[src/rtl/muldiv_pkg.sv]
// Shared types for the iterative multiply/divide unit: op encoding, FSM states, counter width.
package muldiv_pkg;

    localparam int DBITS = 32;
    localparam int CNT_W = $clog2(DBITS);

    typedef enum logic [1:0] {
        OP_MULT  = 2'b00,
        OP_MULTU = 2'b01,
        OP_DIV   = 2'b10,
        OP_DIVU  = 2'b11
    } op_e;

    typedef enum logic [1:0] {
        ST_IDLE = 2'b00,
        ST_RUN  = 2'b01,
        ST_FIX  = 2'b10
    } state_e;

    function automatic logic op_is_signed(input op_e o);
        return (o == OP_MULT) || (o == OP_DIV);
    endfunction

endpackage

[src/rtl/muldiv_step.sv]
// One radix-2 iteration: shift-add multiply step, or restoring-divide step when MULDIV_DIV_EN is defined.
// Purely combinational; no flow control of its own.
module muldiv_step
    import muldiv_pkg::*;
#(
    parameter int Dbits = DBITS
) (
`ifdef MULDIV_DIV_EN
    input  logic               is_div_i,
`endif
    input  logic [Dbits-1:0]   opnd_i,
    input  logic [2*Dbits-1:0] acc_i,
    output logic [2*Dbits-1:0] acc_o
);

    // Multiply: acc = {partial product, remaining multiplier bits}; add on LSB, shift right.
    logic [Dbits:0] sum;
    assign sum = {1'b0, acc_i[2*Dbits-1:Dbits]} + (acc_i[0] ? {1'b0, opnd_i} : '0);

`ifdef MULDIV_DIV_EN
    // Divide: acc = {remainder, remaining dividend bits}; shift left, trial-subtract divisor.
    logic [Dbits:0]   rem_sh;
    logic [Dbits-1:0] diff;
    logic             ge;

    assign rem_sh = acc_i[2*Dbits-1:Dbits-1];
    assign ge     = (rem_sh >= {1'b0, opnd_i});
    assign diff   = rem_sh[Dbits-1:0] - opnd_i;

    always_comb begin
        acc_o = {sum, acc_i[Dbits-1:1]};
        if (is_div_i) begin
            acc_o = {(ge ? diff : rem_sh[Dbits-1:0]), acc_i[Dbits-2:0], ge};
        end
    end
`else
    assign acc_o = {sum, acc_i[Dbits-1:1]};
`endif

endmodule

[src/rtl/muldiv_unit.sv]
// HI/LO multiply/divide unit: Dbits+1 cycles start->result, busy blocks new work. Divider only with MULDIV_DIV_EN.
// start/mthi/mtlo are honoured only in IDLE; anything arriving while busy is dropped.
module muldiv_unit
    import muldiv_pkg::*;
(
    input  logic             clk,
    input  logic             reset,
    input  logic             start,
    input  logic [1:0]       op,
    input  logic [DBITS-1:0] a,
    input  logic [DBITS-1:0] b,
    input  logic             mthi,
    input  logic             mtlo,
    output logic             busy,
    output logic             done,
    output logic [DBITS-1:0] hi,
    output logic [DBITS-1:0] lo
);

    state_e               state_q;
    logic [CNT_W-1:0]     cnt_q;
    logic [DBITS-1:0]     opnd_q;
    logic [2*DBITS-1:0]   acc_q;
    logic [2*DBITS-1:0]   acc_d;
    logic [DBITS-1:0]     hi_q, lo_q;
    logic                 busy_q, done_q;
    logic                 neg_q_q;

    op_e                  op_v;
    logic                 sgn;
    logic                 start_ok;
    logic [DBITS-1:0]     mag_a, mag_b;
    logic [2*DBITS-1:0]   prod;
    logic [DBITS-1:0]     fix_hi, fix_lo;

    assign op_v  = op_e'(op);
    assign sgn   = op_is_signed(op_v);
    assign mag_a = (sgn && a[DBITS-1]) ? -a : a;
    assign mag_b = (sgn && b[DBITS-1]) ? -b : b;
    assign prod  = neg_q_q ? -acc_q : acc_q;

`ifdef MULDIV_DIV_EN
    logic is_div_q, neg_r_q, div0_q;
    logic [DBITS-1:0] quo, rem;

    assign start_ok = start;
    assign quo      = acc_q[DBITS-1:0];
    assign rem      = acc_q[2*DBITS-1:DBITS];

    // Divide-by-zero parks the raw dividend in opnd_q so FIX can return it untouched.
    always_comb begin
        fix_hi = prod[2*DBITS-1:DBITS];
        fix_lo = prod[DBITS-1:0];
        if (is_div_q) begin
            fix_lo = div0_q ? '1 : (neg_q_q ? -quo : quo);
            fix_hi = div0_q ? opnd_q : (neg_r_q ? -rem : rem);
        end
    end

    muldiv_step #(.Dbits(DBITS)) u_step (
        .is_div_i (is_div_q),
        .opnd_i   (opnd_q),
        .acc_i    (acc_q),
        .acc_o    (acc_d)
    );
`else
    assign start_ok = start && !op[1];
    assign fix_hi   = prod[2*DBITS-1:DBITS];
    assign fix_lo   = prod[DBITS-1:0];

    muldiv_step #(.Dbits(DBITS)) u_step (
        .opnd_i (opnd_q),
        .acc_i  (acc_q),
        .acc_o  (acc_d)
    );
`endif

    always_ff @(posedge clk) begin
        if (reset) begin
            state_q <= ST_IDLE;
            cnt_q   <= '0;
            opnd_q  <= '0;
            acc_q   <= '0;
            hi_q    <= '0;
            lo_q    <= '0;
            busy_q  <= 1'b0;
            done_q  <= 1'b0;
            neg_q_q <= 1'b0;
`ifdef MULDIV_DIV_EN
            is_div_q <= 1'b0;
            neg_r_q  <= 1'b0;
            div0_q   <= 1'b0;
`endif
        end else begin
            done_q <= 1'b0;
            case (state_q)
                ST_IDLE: begin
                    if (start_ok) begin
                        state_q <= ST_RUN;
                        busy_q  <= 1'b1;
                        cnt_q   <= '0;
                        neg_q_q <= sgn && (a[DBITS-1] ^ b[DBITS-1]);
`ifdef MULDIV_DIV_EN
                        is_div_q <= op[1];
                        neg_r_q  <= sgn && a[DBITS-1];
                        div0_q   <= (b == '0);
                        if (op[1]) begin
                            acc_q  <= {{DBITS{1'b0}}, mag_a};
                            opnd_q <= (b == '0) ? a : mag_b;
                        end else begin
                            acc_q  <= {{DBITS{1'b0}}, mag_b};
                            opnd_q <= mag_a;
                        end
`else
                        acc_q  <= {{DBITS{1'b0}}, mag_b};
                        opnd_q <= mag_a;
`endif
                    end else begin
                        if (mthi) hi_q <= a;
                        if (mtlo) lo_q <= a;
                    end
                end
                ST_RUN: begin
                    acc_q <= acc_d;
                    cnt_q <= cnt_q + 1'b1;
                    if (cnt_q == CNT_W'(DBITS - 1)) state_q <= ST_FIX;
                end
                ST_FIX: begin
                    hi_q    <= fix_hi;
                    lo_q    <= fix_lo;
                    busy_q  <= 1'b0;
                    done_q  <= 1'b1;
                    state_q <= ST_IDLE;
                end
                default: begin
                    state_q <= ST_IDLE;
                    busy_q  <= 1'b0;
                end
            endcase
        end
    end

    assign busy = busy_q;
    assign done = done_q;
    assign hi   = hi_q;
    assign lo   = lo_q;

endmodule
[config.mk]
export PLATFORM = sky130hd
export DESIGN_NAME = muldiv_unit
export DESIGN_NICKNAME = d
export VERILOG_FILES = /design/src/rtl/muldiv_pkg.sv /design/src/rtl/muldiv_step.sv /design/src/rtl/muldiv_unit.sv
export SDC_FILE = /design/constraint.sdc
export NUM_CORES = 1
export LEC_CHECK = 0
export BUFFER_PORTS_ARGS = -buffer_cell sky130_fd_sc_hd__buf_4
export CAP_MARGIN = 20
export CORE_UTILIZATION = 45
export CTS_CLUSTER_SIZE = 12
export DETAILED_ROUTE_END_ITERATION = 12
export PLACE_DENSITY = 0.63
export RECOVER_POWER = 100
export SYNTH_ARGS = -nofsm -noshare
export SYNTH_HDL_FRONTEND = slang
export SYNTH_HIERARCHICAL = 1
export SYNTH_SLANG_ARGS = --single-unit
[constraint.sdc]
create_clock -name clk -period 3.55 [get_ports clk]
set_input_delay 0.355 -clock clk [delete_from_list [all_inputs] [get_ports clk]]
set_output_delay 0.355 -clock clk [all_outputs]
set_load 0.05 [all_outputs]
---- After elaboration in Yosys (flattened, before gate mapping) ----
Cells that the tools add are included.
word-level totals
  flip-flop bits (word level) ............. 170
  bits in latches ......................... 0
  RAM bits ................................ 0
  memory bits (read-only) ................. 0
  input port bits ......................... 71
  logic and storage cells ................. 61
  memories ................................ 0
operators by class
  $add $sub $neg .......................... 5
  $mul .................................... 0
  divide/modulo/power cells ............... 0
  $lt $le $gt $ge ......................... 0
  eq/ne operators ......................... 9
  shift operators ......................... 0
  multiplexer cells ....................... 20
  bitwise operators ....................... 2
  reduce and logical (&&, ||, !) cells .... 16
operators with widths
  kind                 count
  $mux 32              7
  $mux 64              2
  $pmux 32 s2          2
  $pmux 64 s2          1
  $neg 32->32          2
  $neg 64->64          1
  $add 32x33->33       1
  $ne 2x2->1 const B   5
  $pmux 5 s2           1
  $reduce_and 2->1     4
  $reduce_and 3->1     2
  $add 5x1->5 const B  1
  $eq 5x5->1 const B   1
  $mux 5               1
  $eq 2x2->1 const B   2
  $logic_and 1x1->1    4
  $logic_not 2->1      2
  $mux 2               2
  $pmux 2 s2           1
  $reduce_bool 2->1    2
  $eq 2x1->1 const B   1
  $mux 1               2
  $pmux 1 s2           1
  $logic_not 1->1      1
  other kinds (3)      3

---- Depth between registers and ports, before layout ----
  depth after elaboration ................. 6
  depth in mapped cells ................... 12

---- Modules after synthesis ----
The synthesis kept the hierarchy.
modules (own cells, without submodules)
  module       instances  cells an instance  area an instance (µm²)  seq. area each (µm²)
  muldiv_unit  1          1,252              9,701.8                 3,403.3
  muldiv_step  1          353                2,428.6                 0.0

---- Worst setup path before layout ----
No wires, ideal clock.
  kind .................................... register to register
  start point ............................. reg acc_q[0]
  end point ............................... reg acc_q[55]
  setup time .............................. 0.132 ns
  data arrival time ....................... 2.730 ns
  slack ................................... 0.688 ns
  cell stages (with the launch flop) ...... 12
  period minus slack after synthesis ...... 2.862 ns
  cells stage by stage .................... dfxtp_1 -> and2_1 -> ha_1 -> fa_1 -> a211oi_2 -> o211ai_2 -> a2111oi_4 -> nor3b_2 -> or4_1 -> o311a_1 -> nand2_1 -> a21oi_1
between the ends
  word-level cells in the longest chain between the ends .. 3
ends and longest elaborated chain
  element                 line                RTL
  from (decl)             muldiv_unit.sv:23   logic [2*DBITS-1:0] acc_q;
  from (signal assigned)  muldiv_unit.sv:115  acc_q <= {{DBITS{1'b0}}, mag_b};
  $mux 32                 muldiv_step.sv:18   assign sum = {1'b0, acc_i[2*Dbits-1:Dbits]} + (acc_i[0] ? {1'b0, opnd_i} : '0);
  $add 32x33->33          muldiv_step.sv:18
  via acc_d[55]           muldiv_unit.sv:24   logic [2*DBITS-1:0] acc_d;
  $pmux 64 s2             muldiv_unit.sv:96   case (state_q)
The timed path passes the listed nets, and every way through them passes these cells.
A chain may end at the register's enable or synchronous reset.

---- Worst setup path after layout ----
Same ends and word-level chain as after synthesis.

==> results.sh <==
export IMPL_critPathRequiredTime_ns=3.85
export IMPL_grt_pass1_wl_mm=65.0
export IMPL_critical_path_arrival_ns=3.62
export IMPL_yosysWarnings=6
export IMPL_antenna_left=0
export IMPL_critical_path_max_fanout=6
export IMPL_postSynthRegisterBits=170
export IMPL_vias_in_the_first_global_route=11567
export IMPL_syn_inst=1605
export IMPL_synthDominantAreaCellType="dfxtp_1"
export IMPL_grt_start_max_net_pins=67
export IMPL_yosysTopAreaCellShare_pct=28.1
export IMPL_floorplan_io_pins=137
export IMPL_worst_pin_slew_ns=1.30
export IMPL_detailed_place_hpwl_mm=30.1
export IMPL_synth_seq_area_share_pct=28.1
export IMPL_synth_most_common_cell="nor2_1"
export IMPL_lkg_pwr_nw=4.95
export IMPL_mappedNetlistArea_um2=12100
export IMPL_placeableCoreArea_um2=26300
export IMPL_post_synth_num_cell_types=85
export IMPL_ff_latch_area_um2=3400
export IMPL_grt_usage_pct=29.6
export IMPL_tritoncts="yes"
export IMPL_multiInputGateArea_um2=7880
export IMPL_die_height_um=166
export IMPL_clock_skew_final_ns=0.0126
export IMPL_yosys_top_cells_area="dfxtp_1 28%, a21oi_1 6.6%, nor2_1 5.6%, xnor2_1 5.3%, nand2_1 4.3%"
export IMPL_post_cts_resized_instances=0
export IMPL_synth_top_cells_by_count="180 x nor2_1, 170 x dfxtp_1, 159 x a21oi_1"
export IMPL_postCtsSetupRepairBufs=0
export IMPL_min_period_over_period_pct=93.4
export IMPL_maxClockFrequency_mhz=302
export IMPL_htree_num_levels=4
export IMPL_worst_slew_margin_rel_pct=13.1
export IMPL_report_final_setup_viol=0
export IMPL_outcome="complete, but fails checks"
export IMPL_fin_nets=1754
export IMPL_synth_area_per_cell_um2=7.56
export IMPL_drt_wirelength_per_cell_um=20.7
export IMPL_setup_tns_final_ns=0
export IMPL_end_kind="flip-flop"
export IMPL_die_area_um2=27600
export IMPL_effective_utilization_at_floorplan_pct=46.2
export IMPL_detail_route_wirelength_mm=41.2
export IMPL_ys_flop_type="dfxtp_1"
export IMPL_num_rows=59
export IMPL_final_period_minus_worst_setup_slack_ns=3.31
export IMPL_n_fill_cell=2702
export IMPL_globalplace_congestion=0.914
export IMPL_synth_net_count=1714
export IMPL_worst_skew_pair_latency_ns=0.44
export IMPL_least_setup_slack_across_all_paths_after_layout_ns=0.235
export IMPL_post_route_drc_count=4
export IMPL_rsz0062_at_grt="no"
export IMPL_grt_remaining_overflow=0
export IMPL_vias=12418
export IMPL_clock_path_buffers=2
export IMPL_drt_pass1_iter_count=9
export IMPL_violations_in_the_final_reports="design-rule violations"
export IMPL_clk_pin_slew_ns=0.07
export IMPL_power_per_cell_area_nw_per_um2=382
export IMPL_timing_setup_critical_path_class="flip-flop to flip-flop"
export IMPL_setup_worst_path_start_class="flip-flop"
export IMPL_dieWidth_um=166
export IMPL_max_cap_viol_count=0
export IMPL_vdd_ir_drop_max_mv=0.335
export IMPL_hold_crit_class="input pin to flip-flop"
export IMPL_via_density_per_instance=6.23
export IMPL_area_growth_pct=10.2
export IMPL_cts_hold_buffers_added=0
export IMPL_clk_root_buffer_cell="clkbuf_16"
export IMPL_report_final_slew_viol_count=0
export IMPL_cts_sinks=170
export IMPL_report_final_hold_viol_count=0
export IMPL_number_of_synthesized_flops_with_an_enable_pin=0
export IMPL_drive_gt1_share_pct=9.41
export IMPL_synth_async_reset_ratio_pct=0
export IMPL_port_buffers=136
export IMPL_drt_iter0_markers=1031
export IMPL_cts_made_buffers=17
export IMPL_antenna_violations_before_repair=2
export IMPL_preCtsSetupSlack_ns=0.383
## where the power goes
group,internal (mW),total (mW),switching [mW],leakage (nW)
clock network,1.01,1.88,0.875,0.283
registers,2.01,2.12,0.108,1.39
logic,0.346,1.11,0.764,3.27
## cell usage in the layout, fill, tap and decap left out, drive strengths merged, types with 14 or more instances in the layout
cell / instances
a211oi: 60
a21o: 20
a21oi: 159
a22oi: 17
a31oi: 21
and2: 35
buf: 95
clkbuf: 93
dfxtp: 170
ha: 37
inv: 27
nand2: 139
nand3: 61
nand4: 17
nor2: 180
nor3: 36
nor4: 25
o211ai: 18
o21ai: 62
o22ai: 14
o31ai: 30
o41ai: 19
or3: 21
or4: 26
xnor2: 73
xor2: 49
## final timing paths
check	startpoint	to	slack, ns	cells after the start
worst max-delay path	acc_q[0]	acc_q[55]	0.24	11
worst min-delay path	b[13]	acc_q[13]	0.22	3
worst max register to register	acc_q[0]	acc_q[55]	0.24	11
worst min register to register	lo[26]	lo[26]	0.45	2
## cell families after synthesis
family | synth area share [%]
muxes | 0.670
AOI/OAI and AO/OA | 27.4
adders and majority gates | 3.98
xor gates and xnor gates | 8.81
and+or+nand+nor | 24.6
DFF | 28.1
buffers and inverters | 6.49
## worst max-delay path, stage by stage, from the launching register on
cell       delay (ns)
dfxtp_1          0.31
and2_1           0.15
ha_1             0.22
fa_1             0.45
a211oi_2         0.37
o211ai_1         0.24
a2111oi_4        0.59
nor3b_2          0.17
or4_1            0.43
o311a_1          0.14
nand2_1          0.06
a21oi_1          0.06
## final cells by class
class                      count  share of cell area (%)
multi-input combinational   1265                    58.9
sequential                   170                    25.5
clock inverter                13                    1.01
clock buffer                  19                    3.31
antenna                        1                  0.0187
timing repair buffer         169                    7.52
tap                          335                    3.13
inverter                      22                   0.618
## routing by layer
metal / up-vias / global-route usage, % / share of wire [%]
li1: 5968 / - / -
met1: 5918 / 39.9 / 45
met2: 450 / 47.3 / 46
met3: 82 / 3.65 / 5.9
met4: 0 / 13.2 / 3.8
met5: - / 0 / 0
## state kept, by name, summed over array words and instances (netlist names)
| signal | flops |
|---|---|
| state_q | 2 |
| lo | 32 |
| neg_q_q | 1 |
| acc_q | 64 |
| opnd_q | 32 |
| done | 1 |
| cnt_q | 5 |
| busy | 1 |
| hi | 32 |
## metrics by stage
stage | instance area, um^2 | power [mW] | instances | util [%] | hold WS, ns
floorplan | 12100 | 2.94 | 1605 | - | 0.432
global placement | 13100 | 3.31 | 1960 | 50.0 | 0.443
detailed placement | 13100 | 3.33 | 1960 | 50.0 | 0.448
CTS | 13700 | 5.19 | 1992 | 52.2 | 0.211
global route | 13400 | 5.32 | 1993 | 50.9 | 0.236
finish | 13400 | 5.11 | 1994 | 50.9 | 0.219
(Power assumes the default switching activity.)
